[src/rtl/i2s_pkg.sv]
// Shared constants and helpers for the stereo I2S transmitter.
// Holds the framing modes and the frame/counter sizing helpers.
package i2s_pkg;

   // Framing modes: standard I2S (MSB one BCLK late) or left-justified.
   localparam int I2S_STD = 0;
   localparam int I2S_LJ  = 1;

   // A frame is one left slot followed by one right slot.
   function automatic int frame_len(input int slot_w);
      return 2 * slot_w;
   endfunction

   // Width of a counter that spans positions 0..frame_len-1.
   function automatic int ctr_width(input int slot_w);
      return $clog2(2 * slot_w);
   endfunction

endpackage

[src/rtl/i2s_tx_stereo_frame_ctr.sv]
// Frame position counter for the I2S transmitter.
// Counts 0..FRAME-1 on falling BCLK edges and is parked at 0 while disabled.
module i2s_frame_ctr
   import i2s_pkg::*;
#(
   parameter int SLOT_W = 32,
   parameter int CTR_W  = ctr_width(SLOT_W)
) (
   input  logic             bclk,
   input  logic             rst_n,
   input  logic             en,
   output logic [CTR_W-1:0] p,
   output logic             frame_last,
   output logic             slot_sel
);

   localparam logic [CTR_W-1:0] P_LAST = CTR_W'(frame_len(SLOT_W) - 1);
   localparam logic [CTR_W-1:0] P_SLOT = CTR_W'(SLOT_W);

   logic [CTR_W-1:0] p_q;
   logic [CTR_W-1:0] p_d;

   // Next position: hold at 0 when disabled, otherwise wrap after the last slot bit.
   always_comb begin
      p_d = p_q;
      if (!en) begin
         p_d = '0;
      end else if (p_q == P_LAST) begin
         p_d = '0;
      end else begin
         p_d = p_q + CTR_W'(1);
      end
   end

   // Position register, cleared asynchronously.
   always_ff @(negedge bclk or negedge rst_n) begin
      if (!rst_n) begin
         p_q <= '0;
      end else begin
         p_q <= p_d;
      end
   end

   assign p          = p_q;
   assign frame_last = (p_q == P_LAST);
   assign slot_sel   = (p_q >= P_SLOT);

endmodule

[src/rtl/i2s_tx_stereo.sv]
// Stereo I2S / left-justified serial transmitter.
// One-pair holding buffer behind a valid/ready input, two MSB-first shifters,
// internally generated LRCLK, and zero or repeat fill on underrun.
//
// Handshake: a pair is taken on a falling BCLK edge where in_valid and
// in_ready are both high; in_ready is high exactly when the buffer is empty
// and does not depend on in_valid.
module i2s_tx_stereo
   import i2s_pkg::*;
#(
   parameter int DATA_W          = 16,
   parameter int SLOT_W          = 32,
   parameter int MODE            = 0,
   parameter int UNDERRUN_REPEAT = 0
) (
   input  logic              bclk,
   input  logic              rst_n,
   input  logic              en,
   input  logic              in_valid,
   output logic              in_ready,
   input  logic [DATA_W-1:0] in_left,
   input  logic [DATA_W-1:0] in_right,
   output logic              lrclk,
   output logic              dacdat,
   output logic              underrun
);

   localparam int CTR_W = ctr_width(SLOT_W);
   localparam logic [CTR_W-1:0] P_SLOT = CTR_W'(SLOT_W);
   localparam logic [CTR_W-1:0] O_DW   = CTR_W'(DATA_W);
   localparam logic [CTR_W-1:0] O_DW_M = CTR_W'(DATA_W - 1);

   // A slot must hold every data bit plus the I2S delay bit.
   if (SLOT_W < DATA_W + 1) begin : g_bad_slot
      $error("i2s_tx_stereo: SLOT_W must be at least DATA_W+1");
   end
   if (DATA_W < 16 || DATA_W > 32) begin : g_bad_width
      $error("i2s_tx_stereo: DATA_W must be within 16..32");
   end

   logic [CTR_W-1:0] p;
   logic             frame_last;
   logic             slot_sel;

   i2s_frame_ctr #(
      .SLOT_W (SLOT_W),
      .CTR_W  (CTR_W)
   ) u_frame_ctr (
      .bclk       (bclk),
      .rst_n      (rst_n),
      .en         (en),
      .p          (p),
      .frame_last (frame_last),
      .slot_sel   (slot_sel)
   );

   logic              buf_full_q, buf_full_d;
   logic [DATA_W-1:0] buf_l_q, buf_l_d;
   logic [DATA_W-1:0] buf_r_q, buf_r_d;
   logic [DATA_W-1:0] last_l_q, last_l_d;
   logic [DATA_W-1:0] last_r_q, last_r_d;
   logic [DATA_W-1:0] sh_l_q, sh_l_d;
   logic [DATA_W-1:0] sh_r_q, sh_r_d;
   logic              lrclk_q, lrclk_d;
   logic              dacdat_q, dacdat_d;
   logic              underrun_q, underrun_d;

   logic [CTR_W-1:0]  off;
   logic              emit;
   logic              xfer;
   logic              load;

   // Slot offset and whether this position carries a data bit for the mode.
   always_comb begin
      off  = slot_sel ? (p - P_SLOT) : p;
      emit = 1'b0;
      if (MODE == I2S_LJ) begin
         emit = (off <= O_DW_M);
      end else begin
         emit = (off != '0) && (off <= O_DW);
      end
   end

   // Next state for buffer, shifters and the registered serial outputs.
   always_comb begin
      buf_full_d = buf_full_q;
      buf_l_d    = buf_l_q;
      buf_r_d    = buf_r_q;
      last_l_d   = last_l_q;
      last_r_d   = last_r_q;
      sh_l_d     = sh_l_q;
      sh_r_d     = sh_r_q;
      lrclk_d    = 1'b0;
      dacdat_d   = 1'b0;
      underrun_d = 1'b0;

      xfer = in_valid && !buf_full_q;
      load = en && frame_last;

      if (!en) begin
         sh_l_d = '0;
         sh_r_d = '0;
      end else begin
         lrclk_d = slot_sel;
         // Emit from the shifter of the active slot, consuming one bit.
         if (emit) begin
            if (slot_sel) begin
               dacdat_d = sh_r_q[DATA_W-1];
               sh_r_d   = sh_r_q << 1;
            end else begin
               dacdat_d = sh_l_q[DATA_W-1];
               sh_l_d   = sh_l_q << 1;
            end
         end
         // The load at the last position overrides that cycle's shift.
         if (load) begin
            if (buf_full_q) begin
               sh_l_d     = buf_l_q;
               sh_r_d     = buf_r_q;
               last_l_d   = buf_l_q;
               last_r_d   = buf_r_q;
               buf_full_d = 1'b0;
            end else begin
               sh_l_d     = (UNDERRUN_REPEAT != 0) ? last_l_q : '0;
               sh_r_d     = (UNDERRUN_REPEAT != 0) ? last_r_q : '0;
               underrun_d = 1'b1;
            end
         end
      end

      // Accept only into an empty buffer; this also runs while disabled.
      if (xfer) begin
         buf_l_d    = in_left;
         buf_r_d    = in_right;
         buf_full_d = 1'b1;
      end
   end

   // State registers; reset discards any buffered pair.
   always_ff @(negedge bclk or negedge rst_n) begin
      if (!rst_n) begin
         buf_full_q <= 1'b0;
         buf_l_q    <= '0;
         buf_r_q    <= '0;
         last_l_q   <= '0;
         last_r_q   <= '0;
         sh_l_q     <= '0;
         sh_r_q     <= '0;
         lrclk_q    <= 1'b0;
         dacdat_q   <= 1'b0;
         underrun_q <= 1'b0;
      end else begin
         buf_full_q <= buf_full_d;
         buf_l_q    <= buf_l_d;
         buf_r_q    <= buf_r_d;
         last_l_q   <= last_l_d;
         last_r_q   <= last_r_d;
         sh_l_q     <= sh_l_d;
         sh_r_q     <= sh_r_d;
         lrclk_q    <= lrclk_d;
         dacdat_q   <= dacdat_d;
         underrun_q <= underrun_d;
      end
   end

   assign in_ready = !buf_full_q;
   assign lrclk    = lrclk_q;
   assign dacdat   = dacdat_q;
   assign underrun = underrun_q;

endmodule

[config.mk]
export PLATFORM = sky130hd
export DESIGN_NAME = i2s_tx_stereo
export DESIGN_NICKNAME = d
export VERILOG_FILES = /design/src/rtl/i2s_pkg.sv /design/src/rtl/i2s_tx_stereo_frame_ctr.sv /design/src/rtl/i2s_tx_stereo.sv
export SDC_FILE = /design/constraint.sdc
export NUM_CORES = 1
export LEC_CHECK = 0
export ABC_AREA = 1
export CORE_ASPECT_RATIO = 1.1
export CORE_MARGIN = 2
export CORE_UTILIZATION = 60
export DETAILED_ROUTE_END_ITERATION = 12
export DONT_BUFFER_PORTS = 1
export PLACE_DENSITY = 0.76
export SLEW_MARGIN = 40
export SYNTH_ARGS = -nofsm -noshare
export SYNTH_HDL_FRONTEND = slang
export SYNTH_SLANG_ARGS = --single-unit
[constraint.sdc]
create_clock -name bclk -period 2 [get_ports bclk]
set_clock_uncertainty 0.15 [all_clocks]
set_input_delay 0.4 -clock bclk [delete_from_list [all_inputs] [get_ports bclk]]
set_output_delay 0.4 -clock bclk [all_outputs]
set_load 0.01 [all_outputs]
After elaboration in Yosys (flattened, before gate mapping)
Index checks and enable logic that the tools add are counted.
- output and inout port bits: 4
- register bits: 74
- word-level logic and storage cells: 50
- order comparisons: 2
- $add $sub $neg: 2
- muxes and demuxes: 23
- reduce and logical (&&, ||, !) cells: 10
- equality and inequality tests: 4
- operators with widths (operator ; count):
    $mux W16 ; 10
    $mux W6 ; 3
    $mux W1 ; 10
    $add A6 B1 Y6 const B ; 1
    $eq A6 B6 Y1 const B ; 1
    $ge A6 B6 Y1 const B ; 1
    $le A6 B5 Y1 const B ; 1
    $ne A3 B1 Y1 const B ; 2
    $reduce_and A2 Y1 ; 3
    $reduce_bool A6 Y1 ; 1
    $sub A6 B6 Y6 const B ; 1
    $reduce_bool A2 Y1 ; 2
    $logic_and A1 B1 Y1 ; 3
    $ne A3 B2 Y1 const B ; 1
    $logic_not A1 Y1 ; 1

Logic depth before layout (Yosys ltp)
Gate-level depths: netlist (run 1).
- depth in word-level cells: 7
- mapped depth: 10
- mapped depth without buffers: 9

Modules after synthesis
A second synthesis (run 1) with hierarchy kept.
- cell total of the unflattened synthesis: 387
- area, all modules: 3527.1 um^2
- modules (own cells, without submodules) (module ; area each (um^2) ; cells an instance ; seq. area each (um^2) ; times used):
    i2s_tx_stereo ; 3208.1 ; 353 ; 1701.6 ; 1
    i2s_frame_ctr ; 319.1 ; 34 ; 150.1 ; 1

==> results of run 1 <==
[flip-flops by register name, summed over array words and instances, names as in the netlist]
register,flops
sh_l_q,16
u_frame_ctr.p,6
buf_l_q,16
underrun,1
buf_r_q,16
sh_r_q,16
dacdat,1
lrclk,1
buf_full_q,1
[cells in the mapped netlist (2+ instances only)]
library cell  count
a21oi_1           4
buf_2             7
buf_6             5
clkbuf_1          7
dfrtn_1          74
ha_1              2
inv_1            19
inv_2             2
mux2_2           32
nand2_1         169
nand2_2           5
nand3_1           4
nand4_1          26
nor2_1           13
nor3_1            2
o21ai_0           3
[worst max-delay path by stage]
stage,start,end,cells after the start
final,buf_full_q$_DFFE_NN0P_,in_ready,1
after global routing,buf_full_q$_DFFE_NN0P_,in_ready,1
after CTS,buf_full_q$_DFFE_NN0P_,in_ready,1
after detailed placement,en,sh_l_q[6]$_DFFE_NN0P_,7
after global placement,en,sh_l_q[9]$_DFFE_NN0P_,7
after floorplan,en,sh_l_q[10]$_DFFE_NN0P_,8
[per-stage QoR]
step / utilization [%] / TNS (ns) / worst slack (ns)
floorplan: - / -18.98 / -0.416
detailed placement: 65.7 / -16.44 / -0.281
global placement: 65.7 / -15.18 / -0.243
finish: 70.0 / -1.36 / -0.418
global route: 70.0 / -1.42 / -0.437
CTS: 69.7 / -1.39 / -0.422
[placed cells by master (no fill, tap or decap), types with 10 or more instances in the layout]
cell type / count
dfrtn_1: 74
clkbuf_8: 10
buf_4: 13
nand2_1: 167
mux2_4: 32
inv_1: 16
nand4_1: 26
nor2_1: 12
[cell families after synthesis]
group	Yosys count	synth area share [%]
AOI/OAI and AO/OA	9	1.95
adders and majority gates	2	0.722
buffers and inverters	41	5.89
DFF	74	53.4
muxes	32	10.4
and+or+nand+nor	223	27.6
[metal layers]
layer	track usage [%]	share of wire (%)
met1	31.5	46
met2	35.2	47
met3	5.41	5.2
met4	7.77	1.3
met5	0	0
[area by class of cell]
class                   count  area [µm²]
flip-flops and latches     74        1850
inverters                  21        88.8
fillers                   442        1700
clock buffers              11         141
well taps                  77        96.3
repair buffers             16         149
clock inverters             5        77.6
multi-input cells         266        1560
[repair_timing]
item / CTS / global route
gates resized for setup: 0 / 1
setup buffers: 1 / 2
endpoints found under the setup margin: 4 / 8
pin swaps: 0 / 0
[power breakdown]
part | switching [mW] | internal (mW)
Combinational | 0.0694 | 0.0286
Clock | 0.542 | 0.733
Sequential | 0.00514 | 1.51
Total | 0.617 | 2.27
==> impl_results.md, run 1 <==
- Total die area: 6400 µm²
- Critical path class: reg2out
- Finished Layout Cells: 470
- Area delta synth->final: 14.4%
- Largest net degree at the start of global routing: 75
- Vias in the first global route: 2519
- Buffers and inverters on the worst path: 1
- Max Slew Vio Count: 0
- Rows: 29
- Slowest stage delay, CP: 0.49 ns
- Global Route Usage Sum: 22.7%
- Max-slew headroom: 73.4%
- FF-to-FF path depth: 8
- Post-synth EDFFs: 0
- # hold bufs at CTS: 0
- Number of synthesized register bits: 74
- WHS Path Cells: 2
- Status: finished, violations left
- Top post-synthesis cells by area: dfrtn_1, nand2_1, mux2_2
- Core Area: 5660 µm²
- Number of H-tree levels: 3
- Critical Path, Cell by Cell: inv_6
- Tightest Hold Check Type: reg2reg
- Die H: 83.7 µm
- Hold worst-path end: sh_l_q[0]$_DFFE_NN0P_
- Max Fanout on Critical Path: 2
- Worst hold margin: 0.271 ns
- Post-placement cell count: 451
- CTS max path bufs: 2
- Syn Area/Cell: 9.09 µm²
- Final nets: 426
- Yosys warns: 0
- Layout cells sized above 1: 20.6%
- Placed cell area: 3720 µm²
- Die Width: 76.5 µm
- Final setup viols: 4
- Remaining DRCs: 0
- Flop-to-flop setup slack: 0.13 ns
- CP arrival: 1.87 ns
- Synth Flop Type: dfrtn_1
- Post-synth net total: 419
- Final hold violations: 0
- Crit path launch type: register
- CTS tree: done
- Sequential area share after synthesis: 53.4%
- Final instance area: 3970 µm²
- VDD IR max: 0.000543 V
- CP endpoint kind: output pin
- Leak: 2.30 nW
- Total CTS buffers: 9
- HPWL after detailed placement: 4220 µm
- Syn Std Cell Area: 3460 µm²
- Port buffer count: 0
- Grt ovf: 0
- Gpl congestion: 0.791
- Routed wire length per instance: 14.1 µm
- Worst r2r dst: sh_l_q[7]$_DFFE_NN0P_
- Violated checks: setup timing
- Starting density of the core: 61.2%
- First-pass GRT wire length: 11600 µm
- CP Data Required Time: 1.45 ns
- Clock-pin slew on the worst setup and hold paths: 0.05 ns
- Final Total Pwr: 2.89 mW
- Initial antenna violation count: 0
- Post-Syn Instances: 381
- Yosys top cell by area: dfrtn_1
- Final worst setup slack: -0.418 ns
- Min-delay src: sh_l_q[0]$_DFFE_NN0P_
- Yosys cell types: 23
- Power Density: 728 nW/µm²
- Crit path max-delay cell type: dfrtn_1
- Clk root buf: clkbuf_8
- # IOs: 40
- Vias per inst: 5.33
- Sinks on Clock Net: 74
- Routed WL: 6620 µm
- Drt first pass iters: 5
- Final ANT Viol Nets: 0
- Clock Latency Late Sink: 0.33 ns
- Ys async rst share: 100%
- R2r startpoint: u_frame_ctr.p[0]$_DFF_NN0_
- Ant. Diodes: 0
- Vias after detailed routing: 2504
- Worst-margin pin slew: 0.397 ns
- Starting DRT DRC Count: 127
- Share of the synthesized area in the top cell type: 53.4%
- Unrepaired setup endpoints after global routing: yes
- CP delay by family, top: flip-flops
- Max cap viols: 0
(Power assumes the default switching activity.)
==> run 2, diff against run 1 <==
--- a/config.mk
+++ b/config.mk
@@ -6,6 +6,7 @@
 export NUM_CORES = 1
 export LEC_CHECK = 0
 export ABC_AREA = 1
+export CAP_MARGIN = 0
 export CORE_ASPECT_RATIO = 1.1
 export CORE_MARGIN = 2
 export CORE_UTILIZATION = 60
==> results of run 2 <==
No change in the layout: final DEF, timing and power equal those of run 1.
==> run 3, diff against run 2 <==
--- a/config.mk
+++ b/config.mk
@@ -8,7 +8,6 @@
 export ABC_AREA = 1
 export CAP_MARGIN = 0
 export CORE_ASPECT_RATIO = 1.1
-export CORE_MARGIN = 2
 export CORE_UTILIZATION = 60
 export DETAILED_ROUTE_END_ITERATION = 12
 export DONT_BUFFER_PORTS = 1
==> run 3 against run 2 <==
  * The run still ends with setup timing left
  * Largest cell class unchanged
  * Wire length increased by 1.6%
  * Final cell count shrank 0.21%
  * Critical endpoint unchanged
  * Global-route usage up 1.8 points
  * Register-to-register slack gained 0.05 ns
  * Die area is 4.9% lower
  * Critical path depth unchanged
  * Worst setup slack worse by 0.0061 ns
  * First-iteration DRC count grew 72%
  * Largest power group unchanged
  * Non-clock buffer count rose by 2
  * Flip-flop and latch count is the same
  * Worst hold slack worse by 0.0012 ns
  * Combinational power is 2% lower
==> impl_results.md, run 3 (same netlist as run 1, synthesis figures left out) <==
- CP arrival: 1.87 ns
- Total CTS buffers: 9
- Starting DRT DRC Count: 219
- Drt first pass iters: 4
- Clk root buf: clkbuf_8
- Die H: 81.7 µm
- Vias in the first global route: 2357
- Violated checks: setup timing
- Max Fanout on Critical Path: 3
- Status: finished, violations left
- Final hold violations: 0
- Final Core Density: 71.8%
- Leak: 2.29 nW
- Routed wire length per instance: 14.3 µm
- Commonest non-fill, non-tap cells in the layout: nand2_1, dfrtn_1, mux2_4
- Unrepaired setup endpoints after global routing: yes
- Vias per inst: 5.43
- # fillers: 419
- Area delta synth->final: 13.2%
- Buffers and inverters on the worst path: 1
- Critical Path, Cell by Cell: inv_6
- Post-placement cell count: 452
- Power Density: 653 nW/µm²
- CP Data Required Time: 1.45 ns
- Clock Latency Late Sink: 0.33 ns
- Max-slew headroom: 73.8%
- Grt ovf: 0
- Rows: 28
- CP endpoint kind: output pin
- Final ANT Viol Nets: 0
- Final nets: 428
- Max Slew Vio Count: 0
- HPWL after detailed placement: 4470 µm
- Finished Layout Cells: 469
- Global Route Usage Sum: 24.5%
- Final setup viols: 4
- Crit path max-delay cell type: dfrtn_1
- Starting density of the core: 63.4%
- Tightest Hold Check Type: reg2reg
- CTS tree: done
- Final Total Pwr: 2.56 mW
- # hold bufs at CTS: 0
- CTS max path bufs: 2
- # IOs: 40
- Number of H-tree levels: 3
- Core Area: 5470 µm²
- Layout cells sized above 1: 20.8%
- Critical path class: reg2out
- Largest net degree at the start of global routing: 75
- CP delay by family, top: flip-flops
- Routed WL: 6720 µm
- Port buffer count: 0
- Ant. Diodes: 0
- Worst-margin pin slew: 0.391 ns
- Most common cell after layout, fill and taps aside: nand2_1
- Sinks on Clock Net: 74
- Gpl congestion: 0.779
- Worst hold margin: 0.270 ns
- Clock-pin slew on the worst setup and hold paths: 0.05 ns
- Crit path launch type: register
- Remaining DRCs: 0
- Die Width: 74.5 µm
- Area of the multi-input gates: 1570 µm²
- VDD IR max: 0.000443 V
- Register area: 1850 µm²
- Final worst setup slack: -0.424 ns
- First-pass GRT wire length: 11200 µm
- Vias after detailed routing: 2549
- Slowest stage delay, CP: 0.48 ns
- Initial antenna violation count: 0
- Total die area: 6080 µm²
- Max cap viols: 0
==> run 3: cell types whose count changed in the layout (fill, tap and decap cells not counted), sizes merged <==
| cell | before | now |
|---|---|---|
| clkinvlp | 1 | 0 |
| clkinv | 2 | 4 |
| buf | 16 | 18 |
| bufinv | 2 | 0 |
==> run 3: through the flow <==
step / TNS [ns] / setup slack [ns] / area (µm²)
final: -1.36 / -0.424 / 3920
after global routing: -1.46 / -0.444 / 3920
after CTS: -1.38 / -0.427 / 3900
after detailed placement: -16.39 / -0.285 / 3740
after global placement: -14.68 / -0.241 / 3740
after floorplan: -18.98 / -0.416 / 3690
==> run 3: what timing repair did <==
action | in CTS | in global routing
setup buffers | 1 | 1
pin swaps | 0 | 1
setup endpoints to repair | 4 | 21
resized for setup | 0 | 3
hold endpoints to repair | 0 | 0
==> run 3: layout make-up <==
| cell class | count | share of cell area (%) |
|---|---|---|
| multi-input cells | 266 | 40.1 |
| well taps | 75 | 2.39 |
| clock inverters | 4 | 0.510 |
| repair buffers | 18 | 4.18 |
| flip-flops and latches | 74 | 47.2 |
| inverters | 21 | 2.26 |
| clock buffers | 11 | 3.35 |
==> run 3: power by group <==
part           internal (mW)  switching, mW  leakage, nW
Clock                  0.436          0.515       0.0827
Sequential              1.51        0.00551         1.03
Combinational         0.0276         0.0689         1.18
Total                   1.97          0.590         2.29
==> run 3: routing by layer <==
layer,vias up,wire (µm),GRT usage (%)
li1,1240,-,-
met1,1212,3050,33.6
met4,0,110,10.0
met5,-,0,0
met2,85,3190,37.6
met3,12,371,5.52
==> run 3: final timing paths <==
path | start | to | slack (ns) | depth (start not counted)
max in group asynchronous | rst_n | sh_l_q[7]$_DFFE_NN0P_ | 1.07 | 0
min | u_frame_ctr.p[0]$_DFF_NN0_ | u_frame_ctr.p[0]$_DFF_NN0_ | 0.27 | 1
min reg2reg | u_frame_ctr.p[0]$_DFF_NN0_ | u_frame_ctr.p[0]$_DFF_NN0_ | 0.27 | 1
max reg2reg | u_frame_ctr.p[0]$_DFF_NN0_ | sh_l_q[10]$_DFFE_NN0P_ | 0.18 | 8
max | buf_full_q$_DFFE_NN0P_ | in_ready | -0.42 | 1
min in group asynchronous | rst_n | buf_r_q[6]$_DFFE_NN0P_ | 0.50 | 0
